File: src/rtl/regfile_pkg.sv
// +-----------------------------------------------------------------------------+
// | regfile_pkg : shared widths and writeback request type for the WB arbiter   |
// | Rev 1.0                                                                     |
// +-----------------------------------------------------------------------------+
`default_nettype none

package regfile_pkg;

  localparam int AW = 5;
  localparam int DW = 32;

  localparam logic [AW-1:0] REG_ZERO = '0;

  typedef struct packed {
    logic [AW-1:0] addr;
    logic [DW-1:0] data;
  } wb_req_t;

endpackage

`default_nettype wire

File: src/rtl/regfile_wb_arbiter_if.sv
// +-----------------------------------------------------------------------------+
// | regfile_wb_arbiter_if : datapath, B-unit and register-file write signals    |
// | Rev 1.0                                                                     |
// +-----------------------------------------------------------------------------+
`default_nettype none

interface regfile_wb_arbiter_if;
  import regfile_pkg::*;

  logic          a_we;
  logic [AW-1:0] a_waddr;
  logic [DW-1:0] a_wdata;
  logic          b_valid;
  logic          b_ready;
  logic [AW-1:0] b_waddr;
  logic [DW-1:0] b_wdata;
  logic          issue_valid;
  logic [AW-1:0] issue_reg;
  logic [AW-1:0] rs_addr;
  logic [AW-1:0] rt_addr;
  logic          stall;
  logic          rf_we;
  logic [AW-1:0] rf_waddr;
  logic [DW-1:0] rf_wdata;
  logic [2**AW-1:0] pending;

  modport master (
    output a_we, a_waddr, a_wdata, b_valid, b_waddr, b_wdata,
           issue_valid, issue_reg, rs_addr, rt_addr,
    input  b_ready, stall, rf_we, rf_waddr, rf_wdata, pending
  );

  modport slave (
    input  a_we, a_waddr, a_wdata, b_valid, b_waddr, b_wdata,
           issue_valid, issue_reg, rs_addr, rt_addr,
    output b_ready, stall, rf_we, rf_waddr, rf_wdata, pending
  );

endinterface

`default_nettype wire

File: src/rtl/wb_fifo.sv
// +-----------------------------------------------------------------------------+
// | wb_fifo : synchronous FIFO of writeback requests, power-of-two depth        |
// | Rev 1.0                                                                     |
// +-----------------------------------------------------------------------------+
`default_nettype none

module wb_fifo
  import regfile_pkg::*;
#(
  parameter int DEPTH = 4
) (
  input  wire logic clk,
  input  wire logic rst_n,
  input  wire logic i_push,
  input  wire logic i_pop,
  input  wb_req_t   i_din,
  output wb_req_t   o_dout,
  output logic      o_full,
  output logic      o_empty
);

  localparam int PW = $clog2(DEPTH);
  localparam int CW = PW + 1;

  wb_req_t       r_mem [DEPTH];
  logic [PW-1:0] r_wr_ptr;
  logic [PW-1:0] r_rd_ptr;
  logic [CW-1:0] r_count;

  assign o_dout  = r_mem[r_rd_ptr];
  assign o_full  = (r_count == CW'(DEPTH));
  assign o_empty = (r_count == '0);

  always_ff @(posedge clk) begin
    if (i_push) r_mem[r_wr_ptr] <= i_din;
  end

  // Pointers wrap naturally because DEPTH is a power of two.
  always_ff @(posedge clk) begin
    if (!rst_n) begin
      r_wr_ptr <= '0;
      r_rd_ptr <= '0;
      r_count  <= '0;
    end else begin
      if (i_push) r_wr_ptr <= r_wr_ptr + PW'(1);
      if (i_pop)  r_rd_ptr <= r_rd_ptr + PW'(1);
      case ({i_push, i_pop})
        2'b10:   r_count <= r_count + CW'(1);
        2'b01:   r_count <= r_count - CW'(1);
        default: r_count <= r_count;
      endcase
    end
  end

endmodule

`default_nettype wire

File: src/rtl/regfile_wb_arbiter.sv
// +-----------------------------------------------------------------------------+
// | regfile_wb_arbiter : shares the RF write port between datapath and B unit,  |
// | with pending scoreboard, hazard stall and B starvation guard                |
// | Rev 1.0                                                                     |
// +-----------------------------------------------------------------------------+
`default_nettype none

module regfile_wb_arbiter
  import regfile_pkg::*;
#(
  parameter int FIFO_DEPTH = 4,
  parameter int MAX_WAIT   = 8
) (
  input wire logic clk,
  input wire logic rst_n,
  regfile_wb_arbiter_if.slave bus
);

  localparam int WW = $clog2(MAX_WAIT + 1);

  wb_req_t          w_push_req;
  wb_req_t          w_head;
  logic             w_full;
  logic             w_empty;
  logic             w_push;
  logic             w_pop;
  logic             w_hazard;
  logic             w_stall;
  logic             w_a_eff;
  logic             w_iss_eff;
  logic [2**AW-1:0] w_pending_nxt;
  logic [2**AW-1:0] r_pending;
  logic [WW-1:0]    r_wait_cnt;
  logic             r_starve;

  assign w_hazard = r_pending[bus.rs_addr] | r_pending[bus.rt_addr]
                  | (bus.a_we & r_pending[bus.a_waddr])
                  | (bus.issue_valid & r_pending[bus.issue_reg]);

  assign w_stall   = rst_n & (r_starve | w_hazard);
  assign w_a_eff   = rst_n & bus.a_we & ~w_stall & (bus.a_waddr != REG_ZERO);
  assign w_iss_eff = rst_n & bus.issue_valid & ~w_stall;
  // B drains whenever the datapath is not writing, including every stall cycle.
  assign w_pop     = rst_n & ~w_a_eff & ~w_empty;

  assign bus.b_ready = rst_n & ~w_full;
  assign w_push      = bus.b_valid & bus.b_ready;
  assign w_push_req  = '{addr: bus.b_waddr, data: bus.b_wdata};
  assign bus.stall   = w_stall;
  assign bus.pending = r_pending;

  wb_fifo #(
    .DEPTH (FIFO_DEPTH)
  ) u_fifo (
    .clk     (clk),
    .rst_n   (rst_n),
    .i_push  (w_push),
    .i_pop   (w_pop),
    .i_din   (w_push_req),
    .o_dout  (w_head),
    .o_full  (w_full),
    .o_empty (w_empty)
  );

  always_comb begin
    bus.rf_we    = 1'b0;
    bus.rf_waddr = REG_ZERO;
    bus.rf_wdata = '0;
    if (w_a_eff) begin
      bus.rf_we    = 1'b1;
      bus.rf_waddr = bus.a_waddr;
      bus.rf_wdata = bus.a_wdata;
    end else if (w_pop) begin
      bus.rf_we    = (w_head.addr != REG_ZERO);
      bus.rf_waddr = w_head.addr;
      bus.rf_wdata = w_head.data;
    end
  end

  // Set is applied after clear so a same-cycle reissue keeps the bit.
  always_comb begin
    w_pending_nxt = r_pending;
    if (w_pop) w_pending_nxt[w_head.addr] = 1'b0;
    if (w_iss_eff && (bus.issue_reg != REG_ZERO)) w_pending_nxt[bus.issue_reg] = 1'b1;
    w_pending_nxt[REG_ZERO] = 1'b0;
  end

  always_ff @(posedge clk) begin
    if (!rst_n) begin
      r_pending  <= '0;
      r_wait_cnt <= '0;
      r_starve   <= 1'b0;
    end else begin
      r_pending <= w_pending_nxt;
      if (!w_empty && !w_pop) begin
        r_wait_cnt <= r_wait_cnt + WW'(1);
        r_starve   <= (r_wait_cnt == WW'(MAX_WAIT - 1));
      end else begin
        r_wait_cnt <= '0;
        r_starve   <= 1'b0;
      end
    end
  end

endmodule

`default_nettype wire
File: src/flat_wrapper.sv
// flat-port wrapper written by rule: the top's interface ports become plain ports
module regfile_wb_arbiter_flat import regfile_pkg::*;
#(
  parameter int FIFO_DEPTH = 4,
  parameter int MAX_WAIT   = 8
)
  (clk, rst_n, bus_a_we, bus_a_waddr, bus_a_wdata, bus_b_valid, bus_b_waddr, bus_b_wdata, bus_issue_valid, bus_issue_reg, bus_rs_addr, bus_rt_addr, bus_b_ready, bus_stall, bus_rf_we, bus_rf_waddr, bus_rf_wdata, bus_pending);
  regfile_wb_arbiter_if bus_i ();
  input wire logic clk;
  input wire logic rst_n;
  input wire logic [$bits(bus_i.a_we)-1:0] bus_a_we;
  input wire logic [$bits(bus_i.a_waddr)-1:0] bus_a_waddr;
  input wire logic [$bits(bus_i.a_wdata)-1:0] bus_a_wdata;
  input wire logic [$bits(bus_i.b_valid)-1:0] bus_b_valid;
  input wire logic [$bits(bus_i.b_waddr)-1:0] bus_b_waddr;
  input wire logic [$bits(bus_i.b_wdata)-1:0] bus_b_wdata;
  input wire logic [$bits(bus_i.issue_valid)-1:0] bus_issue_valid;
  input wire logic [$bits(bus_i.issue_reg)-1:0] bus_issue_reg;
  input wire logic [$bits(bus_i.rs_addr)-1:0] bus_rs_addr;
  input wire logic [$bits(bus_i.rt_addr)-1:0] bus_rt_addr;
  output wire logic [$bits(bus_i.b_ready)-1:0] bus_b_ready;
  output wire logic [$bits(bus_i.stall)-1:0] bus_stall;
  output wire logic [$bits(bus_i.rf_we)-1:0] bus_rf_we;
  output wire logic [$bits(bus_i.rf_waddr)-1:0] bus_rf_waddr;
  output wire logic [$bits(bus_i.rf_wdata)-1:0] bus_rf_wdata;
  output wire logic [$bits(bus_i.pending)-1:0] bus_pending;
  assign bus_i.a_we = bus_a_we;
  assign bus_i.a_waddr = bus_a_waddr;
  assign bus_i.a_wdata = bus_a_wdata;
  assign bus_i.b_valid = bus_b_valid;
  assign bus_i.b_waddr = bus_b_waddr;
  assign bus_i.b_wdata = bus_b_wdata;
  assign bus_i.issue_valid = bus_issue_valid;
  assign bus_i.issue_reg = bus_issue_reg;
  assign bus_i.rs_addr = bus_rs_addr;
  assign bus_i.rt_addr = bus_rt_addr;
  assign bus_b_ready = bus_i.b_ready;
  assign bus_stall = bus_i.stall;
  assign bus_rf_we = bus_i.rf_we;
  assign bus_rf_waddr = bus_i.rf_waddr;
  assign bus_rf_wdata = bus_i.rf_wdata;
  assign bus_pending = bus_i.pending;
  regfile_wb_arbiter #(.FIFO_DEPTH(FIFO_DEPTH), .MAX_WAIT(MAX_WAIT)) u_core (.clk(clk), .rst_n(rst_n), .bus(bus_i));
endmodule
File: config.mk
export PLATFORM = sky130hd
export DESIGN_NAME = regfile_wb_arbiter_flat
export DESIGN_NICKNAME = d
export VERILOG_FILES = /design/src/rtl/regfile_pkg.sv /design/src/rtl/regfile_wb_arbiter_if.sv /design/src/rtl/wb_fifo.sv /design/src/rtl/regfile_wb_arbiter.sv /design/src/flat_wrapper.sv
export SDC_FILE = /design/constraint.sdc
export NUM_CORES = 1
export LEC_CHECK = 0
export CAP_MARGIN = 20
export CORE_ASPECT_RATIO = 1.1
export CORE_MARGIN = 5
export CORE_UTILIZATION = 35
export CTS_CLUSTER_DIAMETER = 30
export DETAILED_ROUTE_END_ITERATION = 8
export DONT_BUFFER_PORTS = 1
export GPL_TIMING_DRIVEN = 1
export PLACE_DENSITY = 0.46
export SYNTH_ARGS = -nofsm -noshare
export SYNTH_HDL_FRONTEND = slang
export SYNTH_SLANG_ARGS = --single-unit
File: constraint.sdc
create_clock -name clk -period 4.7 [get_ports clk]
set_input_delay 0.235 -clock clk [delete_from_list [all_inputs] [get_ports clk]]
set_output_delay 0.235 -clock clk [all_outputs]
set_load 0.05 [all_outputs]
==> qor.csv <==
stage;metric;value;unit
setup_path;critPathKind;reg2out;
synthesis;post_synth_inst_count;745;
final_layout;final.fill_count;2576;
grt;vias_in_the_first_global_route;6811;
clock_tree;cts_buffers;17;
synthesis;yosys.cell_types.count;46;
grt;overflow;0;
timing;highest_achievable_clock_rate;240.3;MHz
setup_path;crit_path_cell_trace;mux2i_1 > mux4_2 > a221o_1 > a31oi_1 > a21oi_2 > nand3_4 > buf_4 > mux2i_1 > buf_4;
drt;drcViolationCount;0;
placement;place.detailed.instances;1103;
synthesis;synth-seq-area-share;56.55;%
timing;final_period_minus_worst_setup_slack;4.162;ns
setup_path;critical-path-max-stage-delay;0.80;ns
setup_path;crit_path_start_kind;register;
setup_path;critPathRequiredTime;4.47;ns
final_layout;final_util;41.69;%
die;core-area;26800;sq um
synthesis;number_of_register_bits_inferred_by_synthesis;193;
timing;timing.final.setup_violations;0;
final_layout;finalNetCount;907;
pwr;power_per_cell_area;435.8;nW/um^2
timing;finalHoldViolations;0;
placement;gpl.final_weighted_congestion;0.8536;
synthesis;number_of_synthesis_warnings;0;
timing;final-max-slew-violation-count;0;
clock_tree;maximum_buffer_depth_of_the_clock_tree;2;
clock_tree;cts_max_level;4;
final_layout;area_growth_syn_to_layout;18.20;%
run;max_cap_viol_count;0;
drt;routed_wirelength_normalized_by_instance_count;21.98;microns
final_layout;final_layout_size_suffix_gt1_share;18.83;%
drt;drt_first_iter_violations;334;
synthesis;synth_fp_nets;846;
synthesis;postSynthAreaPerCell;12.69;sq um
synthesis;postSynth.topFlopCell;edfxtp_1;
grt;pin_count_of_the_biggest_net_entering_global_routing;53;
timing;worst_clock_skew;0.01406;ns
setup_path;cp_top_family;multiplexers;
setup_path;critical_path.endpoint_type;output pin;
setup_path;critPathBufInv;2;
placement;port-buffer-count;0;
drt;ant_nets;0;
placement;hpwlAfterDp;18000;microns
clock_tree;clock_tree.root_cell;clkbuf_16;
placement;placement.setup.worst_slack;0.9113;ns
drt;detail_route.wirelength;25850;microns
clock_tree;clkSinkCount;193;
timing;setup_slack_after_layout;0.5378;ns
timing;timing.final.crit_share;88.56;%
run_status;result_of_the_run;finished, final reports clean;
die;die-height;182.4;microns
timing;maxSlewHeadroom;35.76;%
clock_tree;clk_transition_reported_paths;0.07;ns
synthesis;fraction_of_registers_with_async_set_or_reset_after_synthesis;0;%
synthesis;synth_enable_flop_cells;148;
drt;vias_after_detailed_routing;6406;
timing;rsz0062_at_grt;no;
worst_hold_path;worst_min_delay_path_class;in2reg;
pwr;total_power;4.869;mW
timing;tightest_slew;0.9637;ns
grt;total_track_usage;16.76;%
setup_path;worst_ep_arrival_time;3.93;ns
synthesis;post_synth_instance_area;9452;sq um
final_layout;final_cells;1176;
timing;finalSetupTns;0;ns
pwr;ir_worst_vdd;249.7;uV
setup_path;crit_path_top_delay_cell;dfxtp_1;
die;initial_util;35.27;%
clock_tree;tritoncts;built;
die;die-area;30390;sq um
die;placementRows;63;
die;fp.dieW;166.7;microns
die;design.portCount;166;
pwr;standby_leakage_power;4.018;nW
drt;detail_route.first_pass.iterations;5;
grt;antenna_found_initial;2;
grt;grt_first_pass_wirelength;39590;microns
clock_tree;postCtsSetupRepairBufs;0;
setup_path;critPathMaxFanout;32;
clock_tree;clock_latency_on_the_worst_skew_pair;0.44;ns
drt;via_per_inst;5.447;
==> layout by cell type, fill, tap and decap left out, types with 20 or more instances in the layout <==
master,n
buf_4,46
inv_1,47
mux2i_1,72
o22ai_1,20
a31oi_1,36
mux4_2,52
edfxtp_1,148
dlygate4sd3_1,38
nand2_1,113
dfxtp_1,43
nor2_1,20
==> Yosys cell counts, types with 2 or more instances <==
cell	instances	area share (%)
ha_1	6	0.79
nand3b_1	4	0.32
o211ai_1	2	0.16
xnor2_1	2	0.19
nand2b_1	7	0.46
or2_2	2	0.13
mux2i_1	72	7.6
mux4_2	52	12
nand2_1	113	4.5
mux2_2	5	0.60
o22ai_1	20	1.3
a311oi_1	2	0.19
a31oi_1	37	2.4
nor3_1	9	0.48
nand4b_1	2	0.19
nand4_1	13	0.86
edfxtp_1	148	47
and3_1	7	0.46
buf_1	6	0.24
inv_1	47	1.9
xor2_1	3	0.28
nor2_1	21	0.83
a22oi_1	5	0.40
a21oi_1	9	0.48
and2_1	6	0.40
o21ai_0	15	0.79
nor3b_1	2	0.16
nand3_1	15	0.79
buf_2	6	0.32
nor2b_1	12	0.79
dfxtp_1	45	9.5
buf_4	5	0.40
clkbuf_1	32	1.3
==> flip-flops by register name (all words and copies together) (netlist names), named ones only <==
| signal | flops |
|---|---|
| u_core.u_fifo.r_wr_ptr | 2 |
| u_core.r_starve | 1 |
| u_core.u_fifo.r_count | 3 |
| u_core.bus.pending | 31 |
| u_core.u_fifo.r_rd_ptr | 2 |
| u_core.u_fifo.r_mem | 148 |
| u_core.r_wait_cnt | 4 |
==> per-stage QoR <==
step	cell area (sq um)	hold slack (ns)
3_3_place_gp	10070	0.3340
2_1_floorplan	9452	0.3339
6_report	11170	0.02417
3_5_place_dp	10150	0.3341
5_1_grt	11170	0.04938
4_1_cts	11140	0.002777
==> worst register-to-register path, stage by stage, from the launching register on <==
cell and delay [ns]:
dfxtp_1 0.53, mux4_2 0.56, mux4_2 0.47, nor2b_1 0.17
nor4_4 0.28, buf_4 0.51, a31oi_1 0.18, ha_1 0.27
inv_1 0.08, fa_1 0.20, xor2_1 0.08, or3_1 0.33
a21oi_1 0.18
==> final timing paths <==
path	cells past startpoint	from	end	slack, ns
max	9	u_core.bus.pending[4]$_SDFF_PN0_	bus_rf_wdata[21]	0.54
min	3	bus_issue_reg[3]	u_core.bus.pending[23]$_SDFF_PN0_	0.02
max reg2reg	12	u_core.bus.pending[13]$_SDFF_PN0_	u_core.u_fifo.r_count[2]$_SDFFE_PN0P_	0.77
min reg2reg	1	u_core.r_wait_cnt[3]$_SDFF_PN0_	u_core.r_starve$_SDFF_PN0_	0.45
==> layout make-up <==
class	count	area [sq um]	share of cell area [%]
Clock inverter	14	165.2	1.478
Inverter	47	176.4	1.579
Antenna cell	1	2.502	0.02240
Clock buffer	17	425.4	3.808
Sequential cell	193	5348	47.87
Timing Repair Buffer	91	858.3	7.683
Multi-Input combinational cell	456	3750	33.56
Tap cell	357	446.7	3.998
==> power by group <==
group | total [mW] | internal [mW] | switching [mW]
clock network | 1.43 | 0.714 | 0.716
registers | 2.01 | 1.91 | 0.0931
logic | 1.43 | 0.541 | 0.892
==> routing by layer <==
metal / vias to the layer above / GRT usage (%) / part of all wire, %
met2: 206 / 29.54 / 51
met3: 51 / 4.549 / 5.8
met1: 3210 / 19.49 / 40
met4: 2 / 6.579 / 3.0
li1: 2937 / - / -
met5: - / 0 / 0.027
==> cell families after synthesis <==
group / share of synthesized area [%]
simple gates: 10.83
fa+ha+maj: 1.006
flops: 56.55
buf+inv: 4.091
other cells: 0.03968
compound gates: 6.407
mux: 20.61
xor+xnor: 0.4634
==> repair_timing <==
action	4_1_cts	5_1_grt
resized for setup	0	0
hold endpoints to repair	182	0
hold buffers	39	0
Note: power is estimated with default switching activity, not from simulation.
